--- config.mk ---
export PLATFORM = sky130hd
export DESIGN_NAME = rx_axi_wr_arb
export DESIGN_NICKNAME = d
export VERILOG_FILES = /design/src/rtl/rx_axi_wr_arb.sv
export SDC_FILE = /design/constraint.sdc
export NUM_CORES = 1
export LEC_CHECK = 0
export CAP_MARGIN = 40
export CORE_AREA = 2 2 261 263
export CTS_BUF_LIST = sky130_fd_sc_hd__clkbuf_8
export DETAILED_ROUTE_END_ITERATION = 10
export DIE_AREA = 0 0 263 265
export GPL_TIMING_DRIVEN = 0
export PLACE_DENSITY = 0.44
export SLEW_MARGIN = 5
export SYNTH_ARGS = -nofsm -noshare
export SYNTH_HDL_FRONTEND = slang
export SYNTH_SLANG_ARGS = --single-unit
--- constraint.sdc ---
create_clock -name clk -period 3 [get_ports clk]
set_input_delay 0.3 -clock clk [delete_from_list [all_inputs] [get_ports clk]]
set_output_delay 0.3 -clock clk [all_outputs]
set_load 0.03 [all_outputs]
--- src/rtl/rx_axi_wr_arb.sv ---
`default_nettype none
// rx_axi_wr_arb: round-robin scheduler sharing one AXI4 write master between two requesters at
// whole-burst granularity, with per-requester completed-burst counters and a sticky length check.
module rx_axi_wr_arb #(
  parameter int ADDR_W = 48,
  parameter int DATA_W = 128,
  parameter int LEN_W  = 8
) (
  input  logic                clk,
  input  logic                rst_n,

  input  logic [ADDR_W-1:0]   s0_awaddr,
  input  logic [LEN_W-1:0]    s0_awlen,
  input  logic                s0_awvalid,
  output logic                s0_awready,
  input  logic [DATA_W-1:0]   s0_wdata,
  input  logic                s0_wlast,
  input  logic                s0_wvalid,
  output logic                s0_wready,
  output logic [1:0]          s0_bresp,
  output logic                s0_bvalid,
  input  logic                s0_bready,

  input  logic [ADDR_W-1:0]   s1_awaddr,
  input  logic [LEN_W-1:0]    s1_awlen,
  input  logic                s1_awvalid,
  output logic                s1_awready,
  input  logic [DATA_W-1:0]   s1_wdata,
  input  logic                s1_wlast,
  input  logic                s1_wvalid,
  output logic                s1_wready,
  output logic [1:0]          s1_bresp,
  output logic                s1_bvalid,
  input  logic                s1_bready,

  output logic [ADDR_W-1:0]   m_axi_awaddr,
  output logic [LEN_W-1:0]    m_axi_awlen,
  output logic [2:0]          m_axi_awsize,
  output logic [1:0]          m_axi_awburst,
  output logic                m_axi_awvalid,
  input  logic                m_axi_awready,
  output logic [DATA_W-1:0]   m_axi_wdata,
  output logic [DATA_W/8-1:0] m_axi_wstrb,
  output logic                m_axi_wlast,
  output logic                m_axi_wvalid,
  input  logic                m_axi_wready,
  input  logic [1:0]          m_axi_bresp,
  input  logic                m_axi_bvalid,
  output logic                m_axi_bready,

  output logic                grant_id,
  output logic                arb_busy,
  output logic [31:0]         burst_cnt0,
  output logic [31:0]         burst_cnt1,
  output logic                err_len,
  input  logic                err_clr
);

  typedef enum logic [1:0] {
    IDLE = 2'd0,
    ADDR = 2'd1,
    DATA = 2'd2,
    RESP = 2'd3
  } state_t;

  state_t             state;
  logic               last_grant;
  logic [LEN_W-1:0]   len_q;
  logic [LEN_W:0]     beat_cnt;

  logic in_addr;
  logic in_data;
  logic in_resp;
  logic aw_hs;
  logic w_hs;
  logic b_hs;

  assign in_addr = (state == ADDR);
  assign in_data = (state == DATA);
  assign in_resp = (state == RESP);

  assign m_axi_awsize  = 3'($clog2(DATA_W/8));
  assign m_axi_awburst = 2'b01;
  assign m_axi_wstrb   = '1;

  // Every channel is steered by the registered grant and gated by phase, so nothing leaks outside its phase.
  assign m_axi_awaddr  = in_addr ? (grant_id ? s1_awaddr : s0_awaddr) : '0;
  assign m_axi_awlen   = in_addr ? (grant_id ? s1_awlen  : s0_awlen)  : '0;
  assign m_axi_awvalid = in_addr & (grant_id ? s1_awvalid : s0_awvalid);
  assign s0_awready    = in_addr & ~grant_id & m_axi_awready;
  assign s1_awready    = in_addr &  grant_id & m_axi_awready;

  assign m_axi_wdata   = in_data ? (grant_id ? s1_wdata : s0_wdata) : '0;
  assign m_axi_wlast   = in_data & (grant_id ? s1_wlast  : s0_wlast);
  assign m_axi_wvalid  = in_data & (grant_id ? s1_wvalid : s0_wvalid);
  assign s0_wready     = in_data & ~grant_id & m_axi_wready;
  assign s1_wready     = in_data &  grant_id & m_axi_wready;

  assign s0_bvalid     = in_resp & ~grant_id & m_axi_bvalid;
  assign s1_bvalid     = in_resp &  grant_id & m_axi_bvalid;
  assign s0_bresp      = (in_resp & ~grant_id) ? m_axi_bresp : 2'b00;
  assign s1_bresp      = (in_resp &  grant_id) ? m_axi_bresp : 2'b00;
  assign m_axi_bready  = in_resp & (grant_id ? s1_bready : s0_bready);

  assign aw_hs    = m_axi_awvalid & m_axi_awready;
  assign w_hs     = m_axi_wvalid & m_axi_wready;
  assign b_hs     = in_resp & m_axi_bvalid & m_axi_bready;
  assign arb_busy = (state != IDLE);

  always_ff @(posedge clk) begin
    if (!rst_n) begin
      state      <= IDLE;
      grant_id   <= 1'b0;
      last_grant <= 1'b1;
      len_q      <= '0;
      beat_cnt   <= '0;
      burst_cnt0 <= 32'd0;
      burst_cnt1 <= 32'd0;
      err_len    <= 1'b0;
    end else begin
      // A length error detected below overrides a clear in the same cycle.
      if (err_clr) begin
        err_len <= 1'b0;
      end
      case (state)
        IDLE: begin
          if (s0_awvalid | s1_awvalid) begin
            grant_id <= (s0_awvalid & s1_awvalid) ? ~last_grant : s1_awvalid;
            state    <= ADDR;
          end
        end
        ADDR: begin
          if (aw_hs) begin
            len_q    <= m_axi_awlen;
            beat_cnt <= '0;
            state    <= DATA;
          end
        end
        DATA: begin
          if (w_hs) begin
            beat_cnt <= beat_cnt + 1'b1;
            if (m_axi_wlast) begin
              if (beat_cnt != {1'b0, len_q}) begin
                err_len <= 1'b1;
              end
              state <= RESP;
            end
          end
        end
        RESP: begin
          if (b_hs) begin
            if (grant_id) begin
              burst_cnt1 <= burst_cnt1 + 32'd1;
            end else begin
              burst_cnt0 <= burst_cnt0 + 32'd1;
            end
            last_grant <= grant_id;
            state      <= IDLE;
          end
        end
        default: state <= IDLE;
      endcase
    end
  end

endmodule
`default_nettype wire

Word level (Yosys, flattened, before mapping):

Index checks and enable logic that the tools add are counted.

* output and inout bits: 286
* register bits: 86

* equality and inequality tests: 9
* bitwise gates (word level): 24
* $add $sub $neg: 3
* muxes and demuxes: 27
* reduce and logical (&&, ||, !) cells: 10

Operator list (number)
* $mux 128: 2
* $mux 48: 2
* $add 32x1->32 const B: 2
* $and 1x1->1: 21
* $mux 9: 2
* $pmux 9 s2: 1
* $mux 8: 2
* $mux 2: 7
* $mux 1: 10
* $add 9x1->9 const B: 1
* $ne 9x8->1: 1
* $reduce_and 3->1: 3
* $pmux 2 s4: 1
* $ne 2x1->1 const B: 3
* $reduce_and 2->1: 3
* $reduce_and 5->1: 1
* $eq 2x2->1 const B: 2
* $ne 2x2->1 const B: 2
* $reduce_bool 2->1: 2
* $eq 2x1->1 const B: 1
* $logic_not 2->1: 1
* $not 1->1: 2
* $or 1x1->1: 1

Depth between registers and ports, before layout:

* word-level depth: 5
* depth in mapped cells: 7

Worst setup path before layout:

Ideal clock, no wire load.

* path kind: register to output
* start: register grant_id
* end: output port m_axi_awaddr[25]
* arrival time: 2.185 ns
* setup slack: 0.515 ns
* cell stages (with the launch flop): 6
* data required time: 2.700 ns
* cells stage by stage: dfxtp_1 > buf_4 > buf_1 > buf_1 > mux2i_1 > nor2_1

* longest elaborated chain between the ends: 2

RTL lines
* start: declaration: line 51 `output logic grant_id,`
* start signal: assignment: line 128 `grant_id <= (s0_awvalid & s1_awvalid) ? ~last_grant : s1_awvalid;`
* $mux 48 (2 in a row): line 87 `assign m_axi_awaddr = in_addr ? (grant_id ? s1_awaddr : s0_awaddr) : '0;`
* end: declaration: line 36 `output logic [ADDR_W-1:0] m_axi_awaddr,`

Every way passes these cells.

Final worst setup path:

* start: register grant_id
* end: output port m_axi_bready

* longest elaborated chain between the ends: 2

RTL lines
* $mux 1: line 103 `assign m_axi_bready = in_resp & (grant_id ? s1_bready : s0_bready);`
* $and 1x1->1: line 103
* end: declaration: line 49 `output logic m_axi_bready,`

Every way passes these cells.

==> results.txt <==
Routability-driven placement finished with a final weighted congestion of 0.995. Internal power comes to 0.00356 W. The global route total overflow came out at 0. The biggest area contributor in the post-synthesis netlist is sky130_fd_sc_hd__mux2i_1. The analysis attributes to net switching a power of 0.00358 W.

The completed layout was analyzed and its total power is 0.00714 W. The gate count of the mapped netlist is 963, and the clock latency on the worst-skew pair is 400 ps. Global routing used 15.0% of the available tracks.

The share of power burned in registers was 16.8%. The die is 265 um tall. The run finished with clean final reports. After detailed routing, the total wire length is 55300 um. The number of global-route vias before repair is 9979. In this run the biggest area consumer among cell types represents 25.6% of the synthesized area. No sink is reached through more buffers than the 2 on the longest clock path.

Total number of clock tree sinks: 86. The first global-routing pass estimated 74600 um of wire. In this design, the stage delay of the slowest critical-path cell is 690 ps.

Setup repair after global routing left no endpoint under its margin. For the endpoint arrival time on the critical path, the log shows 2580 ps. The run gives 48400 um as the final HPWL from detailed placement. The run gives 17 as the initial antenna violation count. The type of the worst setup path was register to output pin. Once detail routing completed, the nets flagged for antenna violations numbered 0. For the number of slew-limit violations in the final report, the log shows 0. The tools report the worst path required time as 2700 ps. Summing over every cut layer, the via total after detailed routing is 9895.

The number of buffers inserted for hold repair after clock tree synthesis was 0. The average cell area after synthesis came out at 7.87 sq um. The power density normalized to cell area was 459 nW/um^2.

Sequential cells were found to cover 22.7% of the synthesized design area. The critical path's slowest cell was sky130_fd_sc_hd__mux2i_1. The min-delay analysis places its worst path in the category input port to register. Sorting the synthesized cells by how often they occur yields sky130_fd_sc_hd__mux2i_1 (194), sky130_fd_sc_hd__nor2b_1 (133), sky130_fd_sc_hd__nor2_1 (87). Flip-flop cell with the highest count after synthesis: sky130_fd_sc_hd__dfxtp_1. At the pin with the least slew margin, the transition time is 779 ps. The initialized floorplan defines 95 standard-cell rows.

The layout-stage area growth over the synthesis result was 105%; the total count of hold-check failures in the final report was 0. The share of the clock period used by the worst path came out at 95.9%. The initial utilization of the core area, before any placement, comes to 11.3%. The logs give 0 for the warning count from the yosys run and 15300 sq um for the total cell area at the placement stage. Summing all non-filler instances in the final layout gives an area of 15500 sq um. Input and output buffers added on the ports amount to 647. The number of gates resized after cts came out at 243.

The synthesized design contains 86 register bits. For the worst max-slew margin expressed relative to the limit, the log shows 46.6%. The final period demand of the worst path came out at 2880 ps.

After detailed routing, the number of remaining DRC violations is 0. Along the worst path, the maximum fanout reaches 10. STA classifies the critical path endpoint as an output pin. After synthesis, the share of flip-flops with an asynchronous set or reset is 0%. For the clock share of power, the log shows 12.1%. For the final database, setup skew stands at 13.0 ps. The tools report the final layout net count as 2034. The die is 263 um wide.

The number of levels the H-tree was split into came out at 3. In this run, the combinational gates consume 71.1% of the power. Cell area after technology mapping: 7580 sq um. TritonCTS built the clock tree. For the achievable frequency, the log shows 348 MHz. The core area is 66800 sq um, and the count of flip-flops with a built-in enable after synthesis is 0. The fraction of layout cells with a size suffix above 1 works out to 7.35%. The count of distinct cell types in the synthesized netlist came out at 52. STA classifies the critical path startpoint as a register. The pre-antenna-repair detailed-routing pass consisted of 4 iterations.

The die outline area was 69700 sq um. The signal on the critical path passes through buf_8, mux2i_1, nor2b_1, clkdlybuf4s50_1. The final number of setup-violating endpoints came out at 0.

The share of total power consumed by net switching works out to 50.2%. The first routing iteration left 456 violations. The number of ports placed on the die boundary came out at 670. The largest voltage drop on the vdd net was 244 uV; the vias per cell was 3.92. The master cell of the clock root buffer was sky130_fd_sc_hd__clkbuf_8. Among all cell types in the netlist, the one instantiated most often is sky130_fd_sc_hd__mux2i_1. Clock-pin slew was measured on the worst setup and hold paths at 100 ps.

After clock tree synthesis, the setup repair step added 0 buffers. In this run, CTS created clock tree buffers numbering 9. In the post-synthesis netlist, the biggest area contributors are sky130_fd_sc_hd__mux2i_1 (26%), sky130_fd_sc_hd__dfxtp_1 (23%), sky130_fd_sc_hd__nor2b_1 (11%).

After detailed routing, the average wire length per cell comes to 21.9 um. The analysis attributes to cell leakage a power of 6.25 nW. Hold timing on the final database bottoms out at a slack of 346 ps.

Max-cap violations in this run came to 0. The maximum number of pins on one net before global-route repair is 15.
-- worst max-delay path, delay by kind of cell, from the launching register on --
kind | cells | cell delay (ps)
flops | 1 | 480
mux | 1 | 690
simple gates | 1 | 110
buf+inv | 2 | 890
-- registers in the layout (all words and copies together) (netlist names) --
register / cells
burst_cnt1: 32
beat_cnt: 9
grant_id: 1
last_grant: 1
len_q: 8
burst_cnt0: 32
state: 2
err_len: 1
-- metrics by stage --
step | setup TNS [ps] | utilization [%] | instances | setup WS [ps]
floorplan | 0 | - | 982 | 515
global placement | -121570 | 22.8 | 2502 | -1440
detailed placement | -82070 | 22.9 | 2506 | -898
CTS | 0 | 23.1 | 2520 | 11.0
global route | 0 | 23.3 | 2523 | 5.84
finish | 0 | 23.3 | 2524 | 123
-- final timing paths --
kind                      from  cells after the start  slack, ps              to
setup / recovery      grant_id                      4        120    m_axi_bready
hold / removal    m_axi_bvalid                      4        350   burst_cnt0[2]
hold reg to reg       len_q[3]                      2        500        len_q[3]
setup reg to reg      state[0]                      7        330  burst_cnt1[31]
-- cell families after synthesis --
logic type	share of synthesized area (%)
simple gates	29.3
mux	25.9
compound gates	10.9
buf+inv	7.08
flops	22.7
xor+xnor	2.77
fa+ha+maj	1.16
other cells	0.0991
-- area by class of cell --
class	instances	area, sq um
Antenna cell	4	10.0
Buffer	92	559
Clock buffer	9	124
Clock inverter	6	63.8
Fill cell	7366	51300
Inverter	23	87.6
Multi-Input combinational cell	780	5460
Sequential cell	86	1720
Tap cell	873	1090
Timing Repair Buffer	651	6430
-- routing by layer --
metal	routed length, um	vias up	track usage [%]
li1	-	4753	-
met1	24300	4624	19.2
met2	25700	446	24.5
met3	4080	58	4.40
met4	1090	14	3.77
met5	94	-	0
-- cells in the final DEF (no fill, tap or decap), drive strengths merged, types with 21 or more instances in the layout --
master / n
buf: 51
a21oi: 51
o31ai: 29
nand3: 22
nor2b: 133
inv: 24
conb: 21
dfxtp: 86
or4: 33
nand2: 46
o21ai: 24
nor2: 87
clkbuf: 56
clkdlybuf4s50: 467
dlymetal6s2s: 31
mux2i: 194
dlygate4sd2: 137
-- power by group through the flow --
stage / logic (W) / registers, W / clock network (W)
4_1_cts: 0.00516 / 0.00120 / 0.000906
6_report: 0.00508 / 0.00120 / 0.000863
2_1_floorplan: 0.00280 / 0.00122 / 0
5_1_grt: 0.00534 / 0.00120 / 0.000940
3_5_place_dp: 0.00535 / 0.00122 / 0
3_3_place_gp: 0.00534 / 0.00122 / 0
Note: power is estimated with default switching activity, not from simulation.
